==> src/rtl/lifo_stream_reverser.sv <==
// Frame reverser: pushes an input frame onto an external LIFO, then pops it
// back out word by word over a second valid/ready handshake.
module lifo_stream_reverser #(
  parameter int unsigned WIDTH = 4,
  parameter int unsigned DEPTH = 4,
  parameter int unsigned CW    = 3
) (
  input  logic             Clk,
  input  logic             Rst,
  input  logic [WIDTH-1:0] in_data,
  input  logic             in_valid,
  input  logic             in_last,
  output logic             in_ready,
  output logic [WIDTH-1:0] out_data,
  output logic             out_valid,
  output logic             out_last,
  input  logic             out_ready,
  output logic [WIDTH-1:0] stk_dataIn,
  output logic             stk_RW,
  output logic             stk_EN,
  output logic             stk_Rst,
  input  logic [WIDTH-1:0] stk_dataOut,
  input  logic             stk_FULL,
  input  logic             stk_EMPTY,
  output logic             frame_trunc
);

  localparam logic [2:0] S_INIT = 3'd0;
  localparam logic [2:0] S_FILL = 3'd1;
  localparam logic [2:0] S_POP  = 3'd2;
  localparam logic [2:0] S_CAPT = 3'd3;
  localparam logic [2:0] S_OUT  = 3'd4;

  localparam logic [CW-1:0] CNT_MAX  = CW'(DEPTH);
  localparam logic [CW-1:0] CNT_LAST = CW'(DEPTH - 1);
  localparam logic [CW-1:0] CNT_ONE  = CW'(1);

  logic [2:0]       state, state_nxt;
  logic [CW-1:0]    cnt, cnt_nxt;
  logic [WIDTH-1:0] out_data_nxt;
  logic             out_valid_nxt, out_last_nxt, trunc_nxt;

  assign stk_dataIn = in_data;

  // Next-state, stack pin and output-register update logic
  always_comb begin
    state_nxt     = state;
    cnt_nxt       = cnt;
    out_data_nxt  = out_data;
    out_valid_nxt = out_valid;
    out_last_nxt  = out_last;
    trunc_nxt     = 1'b0;
    in_ready      = 1'b0;
    stk_EN        = 1'b0;
    stk_RW        = 1'b0;
    stk_Rst       = 1'b0;
    case (state)
      S_INIT: begin
        stk_EN    = 1'b1;
        stk_Rst   = 1'b1;
        state_nxt = S_FILL;
      end
      S_FILL: begin
        in_ready = (cnt < CNT_MAX) && !stk_FULL;
        if (in_valid && in_ready) begin
          stk_EN  = 1'b1;
          cnt_nxt = cnt + CNT_ONE;
          if (in_last || (cnt == CNT_LAST)) state_nxt = S_POP;
          trunc_nxt = (cnt == CNT_LAST) && !in_last;
        end
      end
      S_POP: begin
        // An empty stack here means the pin contract was broken; do not underflow it
        stk_EN    = !stk_EMPTY;
        stk_RW    = 1'b1;
        state_nxt = S_CAPT;
      end
      S_CAPT: begin
        out_data_nxt  = stk_dataOut;
        out_last_nxt  = (cnt == CNT_ONE);
        cnt_nxt       = cnt - CNT_ONE;
        out_valid_nxt = 1'b1;
        state_nxt     = S_OUT;
      end
      S_OUT: begin
        if (out_ready) begin
          out_valid_nxt = 1'b0;
          out_last_nxt  = 1'b0;
          state_nxt     = (cnt == '0) ? S_FILL : S_POP;
        end
      end
      default: state_nxt = S_INIT;
    endcase
  end

  always_ff @(posedge Clk) begin
    if (Rst) begin
      state       <= S_INIT;
      cnt         <= '0;
      out_data    <= '0;
      out_valid   <= 1'b0;
      out_last    <= 1'b0;
      frame_trunc <= 1'b0;
    end else begin
      state       <= state_nxt;
      cnt         <= cnt_nxt;
      out_data    <= out_data_nxt;
      out_valid   <= out_valid_nxt;
      out_last    <= out_last_nxt;
      frame_trunc <= trunc_nxt;
    end
  end

endmodule

==> config.mk <==
export PLATFORM = sky130hd
export DESIGN_NAME = lifo_stream_reverser
export DESIGN_NICKNAME = d
export VERILOG_FILES = /design/src/rtl/lifo_stream_reverser.sv
export SDC_FILE = /design/constraint.sdc
export NUM_CORES = 1
export LEC_CHECK = 0
export ABC_AREA = 1
export CAP_MARGIN = 20
export CORE_ASPECT_RATIO = 0.6
export CORE_UTILIZATION = 25
export DETAILED_ROUTE_END_ITERATION = 8
export PLACE_DENSITY = 0.57
export SLEW_MARGIN = 25
export SYNTH_ARGS = -nofsm -noshare
export SYNTH_HDL_FRONTEND = slang
export SYNTH_SLANG_ARGS = --single-unit
==> constraint.sdc <==
create_clock -name Clk -period 1.9 [get_ports Clk]
set_input_delay 0.38 -clock Clk [delete_from_list [all_inputs] [get_ports Clk]]
set_output_delay 0.38 -clock Clk [all_outputs]
set_load 0.05 [all_outputs]
==> impl_results.md, run 1 <==
- Area Overhead vs Synth: 40.7%
- Num rows: 15
- Final setup fails: 0
- Vias per cell: 4.23
- First drt pass iteration count: 4
- Syn_nets: 134
- Crit start category: input port
- Clk root buf: clkbuf_8
- Status: completed
- Post-route clock period utilization: 94.5%
- Tmin final: 1.80 ns
- Setup TNS: 0 ns
- Post-Syn Instances: 114
- Syn_area_per_cell: 6.77 sq um
- Slew Viols, Final: 0
- Critical Path Sink Type: output pin
- Post-DR wirelength/cell: 9.92 microns
- Hold Crit Class: reg -> reg
- M1 GR Usage: 16.0%
- Max Cap Viol: 0
- Top-level I/O count: 30
- Initial drt markers: 71
- Total track usage: 12.3%
- H-tree Lvls: 1
- Mapped Area: 772 sq um
- Rel. slew slack: 67.1%
- Total inserted antenna cells: 0
- Half-perimeter wire length after placement: 1.35 mm
- Crit path launch: stk_FULL
- NumNets Final: 156
- Final global-route overflow total: 0
- M3 GR Usage: 5.13%
- Chip height: 45.0 microns
- Final Skew: 0.00136 ns
- Remaining DRCs: 0
- Starting Density: 26.5%
- Worst skew pair latency: 0.25 ns
- RSZ-0062 raised after global routing: false
- WL final: 1.76 mm
- GRT busiest layer: met2
- CP Class: in -> out
- Die Width: 73.7 microns
- CTS buffer count: 3
- Distinct cells, synth: 19
- Die Area: 3320 sq um
- Peak supply drop: 235 uV
- Initial antenna violation count: 0
- First-pass GRT wire length: 2.93 mm
- Crit Path Max Fanout: 2
- Max Clk Rate: 0.557 GHz
- Vias in the first global route: 636
- GPL Wtd Cong: 0.828
- Final Power: 0.000980 W
- FILL cells: 307
- Final hold violations: 0
- Critical Path RT: 1.52 ns
- Reg-to-reg endpoint: cnt[2]
- GR Util met2: 17.8%
- Warnings, synthesis: 0
- Vias: 748
- Post-CTS setup buffer count: 0
- Post-cts resize count: 0
- Clock sink total: 13
- Core Area: 2910 sq um
- Layout cells sized above 1: 13.3%
- Worst flop-to-flop path startpoint: state[1]
- Reg clk slew, reported paths: 0.06 ns
- Worst EP arrival: 1.42 ns
- Clock buffer depth: 2
- Pin count of the biggest net entering global routing: 13
- CTS Hold Bufs: 0
- Detail Route Antenna Nets: 0
- Yosys reg bits: 13
- Sequential-to-total area share from yosys stat: 33.7%
- Worst-margin pin slew: 0.492 ns
- CP endpoint: stk_EN
- Reg2reg setup slack: 0.58 ns
- Leak Pwr: 0.496 nW
- FF-to-FF path depth: 5
- IO buf count: 21
- CTS tree: built
- PD cells: 902 nW/um^2
[layout make-up]
cell class              count  area [sq um]  share of cell area (%)
multi-input cells          77           395                    36.4
repair buffers             23           263                    24.2
flip-flops and latches     13           262                    24.1
inverters                  18          67.6                    6.22
well taps                  42          52.6                    4.84
clock buffers               3          41.3                    3.80
clock inverters             1          5.00                   0.461
[power by group]
| group | internal [W] | switching, W | total [W] |
|---|---|---|---|
| logic | 0.000165 | 0.000234 | 0.000399 |
| clock network | 0.000145 | 0.000108 | 0.000253 |
| registers | 0.000300 | 0.0000278 | 0.000328 |
| total | 0.000611 | 0.000369 | 0.000980 |
[cell usage in the layout, fill, tap and decap left out]
cell type,netlist,final
clkinv_2,0,1
nor4_2,1,1
clkdlybuf4s50_1,0,16
buf_12,0,4
clkbuf_8,0,3
nand2_2,1,1
a21oi_1,6,6
nand2_1,23,23
buf_4,5,3
xor2_1,1,1
nand3_1,7,7
o221ai_1,1,1
nor2_2,2,2
o21ai_0,5,5
nor2_4,1,1
ha_1,5,5
inv_1,17,17
dfxtp_1,13,12
dfxtp_2,0,1
nor2_1,22,22
inv_2,1,1
o211ai_1,1,1
or2_1,1,1
[state kept, by name (all words and copies together), names as in the netlist]
signal	cells
state	3
cnt	3
out_last	1
out_data	4
out_valid	1
frame_trunc	1
[cell usage after synthesis]
cell type,number,area [sq um]
inv_2,1,3.75
a21oi_1,6,30.0
nand2_1,23,86.3
dfxtp_1,13,260
nor2_1,22,82.6
inv_1,17,63.8
ha_1,5,62.6
nand3_1,7,35.0
xor2_1,1,8.76
o211ai_1,1,7.51
nor2_4,1,11.3
o21ai_0,5,25.0
nor4_2,1,12.5
or2_1,1,6.26
nor2_2,2,12.5
buf_4,5,37.5
o221ai_1,1,8.76
nand2_2,1,6.26
buf_6,1,11.3
[worst max-delay path, stage by stage]
cell and delay, ns:
clkdlybuf4s50_1 0.47, inv_1 0.04, nand2_1 0.07, nor2_1 0.05
nand2_2 0.05, o221ai_1 0.15, buf_12 0.19
[cells by family after synthesis]
kind of cell	after synthesis	share of synthesized area, %
AND/OR/NAND/NOR	58	32.7
buffers and inverters	24	15.1
AO/OA/AOI/OAI	13	9.24
flip-flops	13	33.7
adder cells (fa/ha/maj)	5	8.10
XOR/XNOR	1	1.13
[per-layer routing]
layer,share of wire (%),wire (microns),vias to the layer above
li1,-,-,390
met1,50,874,327
met2,41,718,27
met3,8.6,151,4
met4,0.68,12,0
met5,0,0,-
[worst min path at each step]
stage / startpoint / to / slack [ns] / cells after the start
after floorplan: Rst / cnt[1] / 0.45 / 1
after global placement: out_valid / out_valid / 0.45 / 2
after detailed placement: out_valid / out_valid / 0.47 / 2
after CTS: out_valid / out_valid / 0.48 / 2
after global routing: out_data[2] / out_data[2] / 0.51 / 2
final: out_valid / out_valid / 0.47 / 2
[through the flow]
step | cell area, sq um | worst slack (ns) | cells | hold WS, ns | utilization, %
final | 1090 | 0.104 | 177 | 0.472 | 37.3
after global routing | 1090 | 0.0188 | 177 | 0.514 | 37.3
after CTS | 1080 | 0.0483 | 177 | 0.477 | 37.3
after detailed placement | 1040 | 0.0884 | 173 | 0.467 | 35.7
after global placement | 1040 | 0.0969 | 173 | 0.455 | 35.7
after floorplan | 772 | 0.0638 | 114 | 0.449 | -
Note: power is estimated with default switching activity, not from simulation.
==> inputs of run 2 (changes only) <==
--- a/config.mk
+++ b/config.mk
@@ -5,7 +5,7 @@
 export SDC_FILE = /design/constraint.sdc
 export NUM_CORES = 1
 export LEC_CHECK = 0
-export ABC_AREA = 1
+export ABC_AREA = 0
 export CAP_MARGIN = 20
 export CORE_ASPECT_RATIO = 0.6
 export CORE_UTILIZATION = 25
==> impl_results.md, run 2 <==
- Status: completed
- Post-DR wirelength/cell: 12.0 microns (+21%)
- Tmin final: 1.76 ns (-0.0336 ns)
- Syn_area_per_cell: 8.27 sq um (+22%)
- Max Cap Viol: 0 (unchanged)
- Worst skew pair latency: 0.24 ns (about the same)
- Layout cells sized above 1: 21.7% (+8.4 points)
- Simple-gate area share of the yosys netlist: 31.6% (-1.2 points)
- IO buf count: 21 (unchanged)
- Vias: 704 (-5.9%)
- Syn_nets: 112 (-16%)
- Critical Path Sink Type: output pin
- Reg with most FFs: out_data
- Setup TNS: 0 ns (unchanged)
- Ys async rst share: 0% (unchanged)
- Total inserted antenna cells: 0 (unchanged)
- Post-Syn Instances: 92 (-19%)
- Final setup fails: 0 (unchanged)
- Core Area: 2870 sq um (-1.3%)
- Final global-route overflow total: 0 (unchanged)
- Half-perimeter wire length after placement: 1.43 mm (+6.0%)
- Starting Density: 26.5% (-0.045 points)
- Hold Crit Class: reg -> reg
- Compound-gate portion of the synthesized area: 14.6% (+5.4 points)
- Final hold violations: 0 (unchanged)
- Mux cell area share after synthesis: 1.48% (+1.5 points)
- Slew Viols, Final: 0 (unchanged)
- Clock buffer depth: 2 (unchanged)
- Commonest non-fill, non-tap cells in the layout: 15 x clkdlybuf4s50_1, 13 x a21oi_1, 12 x dfxtp_1
- CTS Hold Bufs: 0 (unchanged)
- Chip height: 44.7 microns (-0.70%)
- Vias per cell: 4.48 (+6.1%)
- Detail Route Antenna Nets: 0 (unchanged)
- Reg clk slew, reported paths: 0.06 ns (about the same)
- CTS buffer count: 3 (unchanged)
- Worst-margin pin slew: 0.505 ns (+0.0129 ns)
- Multi-input gate area: 440 sq um (+11%)
- Synth top cells by count: 13 x a21oi_1, 13 x dfxtp_1, 9 x nor2_1, 7 x nand3_1
- Leak Pwr: 0.414 nW (-17%)
- Initial drt markers: 39 (-45%)
- Post-route clock period utilization: 92.8% (-1.8 points)
- Top-level I/O count: 30 (unchanged)
- Yosys reg bits: 13 (unchanged)
- Peak supply drop: 299 uV (+27%)
- Adder-cell area share of the yosys netlist: 8.22% (+0.12 points)
- Worst EP arrival: 1.38 ns (-0.04 ns)
- Critical Path RT: 1.52 ns (about the same)
- Initial antenna violation count: 0 (unchanged)
- Remaining DRCs: 0 (unchanged)
- Vias in the first global route: 639 (+0.47%)
- Sequential-to-total area share from yosys stat: 34.2% (+0.50 points)
- CP Class: reg -> out
- Most common cell after layout, fill and taps aside: clkdlybuf4s50_1
- Reg area: 262 sq um (unchanged)
- Area leader, netlist: dfxtp_1
- Die Width: 73.2 microns (-0.71%)
- Max Clk Rate: 0.567 GHz (+1.9%)
- PD cells: 624 nW/um^2 (-31%)
- NumNets Final: 136 (-13%)
- Area Overhead vs Synth: 47.5%
- RSZ-0062 raised after global routing: false
- Warnings, synthesis: 0 (unchanged)
- Mapped Area: 761 sq um (-1.5%)
- CTS tree: built
- Top-area cell type share of the netlist area: 34.2% (+0.50 points)
- GPL Wtd Cong: 0.778 (-6.0%)
- Max FFs per register: 4 (unchanged)
- First-pass GRT wire length: 3.11 mm (+6.1%)
- Top Registers: out_data x4, cnt x3, state x3
- Crit start category: flip-flop
- First drt pass iteration count: 4 (unchanged)
- Largest family of logic cells by synthesized area: simple AND/OR/NAND/NOR gates
- Num rows: 15 (unchanged)
- Area contributors post-synth: dfxtp_1 34%, a21oi_1 8.6%, ha_1 8.2%
- Rel. slew slack: 66.2% (-0.86 points)
- Clock sink total: 13 (unchanged)
- Final Skew: 0.00175 ns (+0.000388 ns)
- Post-synth EDFFs: 0 (unchanged)
- WL final: 1.88 mm (+7.1%)
- Distinct cells, synth: 32 (+13)
- Clk root buf: clkbuf_8
- Synth Area in XOR/XNOR: 0% (-1.1 points)
- Total track usage: 13.0% (+0.70 points)
- FILL cells: 290 (-5.5%)
- H-tree Lvls: 1 (unchanged)
- Final Power: 0.000700 W (-29%)
- Reg2reg setup slack: 0.41 ns (-0.17 ns)
- Crit Path Max Fanout: 7 (+5)
- Die Area: 3270 sq um (-1.4%)
- Final core utilization: 39.1% (+1.8 points)
- Pin count of the biggest net entering global routing: 13 (unchanged)
- Post-synth top flop: dfxtp_1
==> run 2: layout make-up <==
cell class,count,area share (%)
Tap cell,42,4.68
Timing Repair Buffer,29,27.4
Inverter,4,1.34
Sequential cell,13,23.3
Clock buffer,4,4.01
Multi-Input combinational cell,65,39.2
==> run 2: logic make-up (layout without fill, tap and decap cells) <==
group           Yosys count  in the layout
compound gates           19             19
simple gates             40             40
flops                    13             13
fa+ha+maj                 5              5
mux                       1              1
buf+inv                  14             37
==> run 2: metrics by stage <==
stage / setup slack, ns / hold slack [ns] / std cells / cell area (sq um)
after floorplan: 0.0529 / 0.456 / 92 / 771
after global placement: -0.0760 / 0.441 / 153 / 1070
after detailed placement: -0.103 / 0.449 / 153 / 1070
after CTS: 0.0931 / 0.457 / 157 / 1120
after global routing: 0.0329 / 0.472 / 157 / 1120
final: 0.137 / 0.456 / 157 / 1120
==> run 2: worst paths after layout <==
path,cells after the start,from,endpoint
max,5,cnt[2],stk_EN
min,2,out_data[1],out_data[1]
max reg2reg,3,state[0],cnt[0]
min reg2reg,2,out_data[1],out_data[1]
==> run 2: repair_timing <==
action                                  in CTS  in global routing
setup buffers                                0                  0
pin swaps                                    1                  0
gates resized for setup                      3                  1
endpoints found under the setup margin       1                  2
cloned                                       0                  0
==> run 2: worst max-delay path, stage by stage (launching register included) <==
cell     delay, ns
dfxtp_1       0.37
nor3b_2       0.19
buf_4         0.14
a21oi_1       0.07
nor2_1        0.20
buf_12        0.17
==> run 2: per-layer routing <==
layer  share of wire [%]  routed length, microns  GRT usage (%)  up-vias
li1                    -                       -              -      366
met1                  58                    1090           19.4      319
met2                  36                     673           15.9       14
met3                 5.4                     101           6.03        5
met4                0.85                      16           3.53        0
met5                   0                       0              0        -
==> run 2: power breakdown <==
part	internal (W)	leakage, nW	switching (W)	total, W
Clock	0.000148	0.0228	0.000106	0.000254
Combinational	0.0000780	0.285	0.0000763	0.000154
Sequential	0.000280	0.106	0.0000120	0.000292
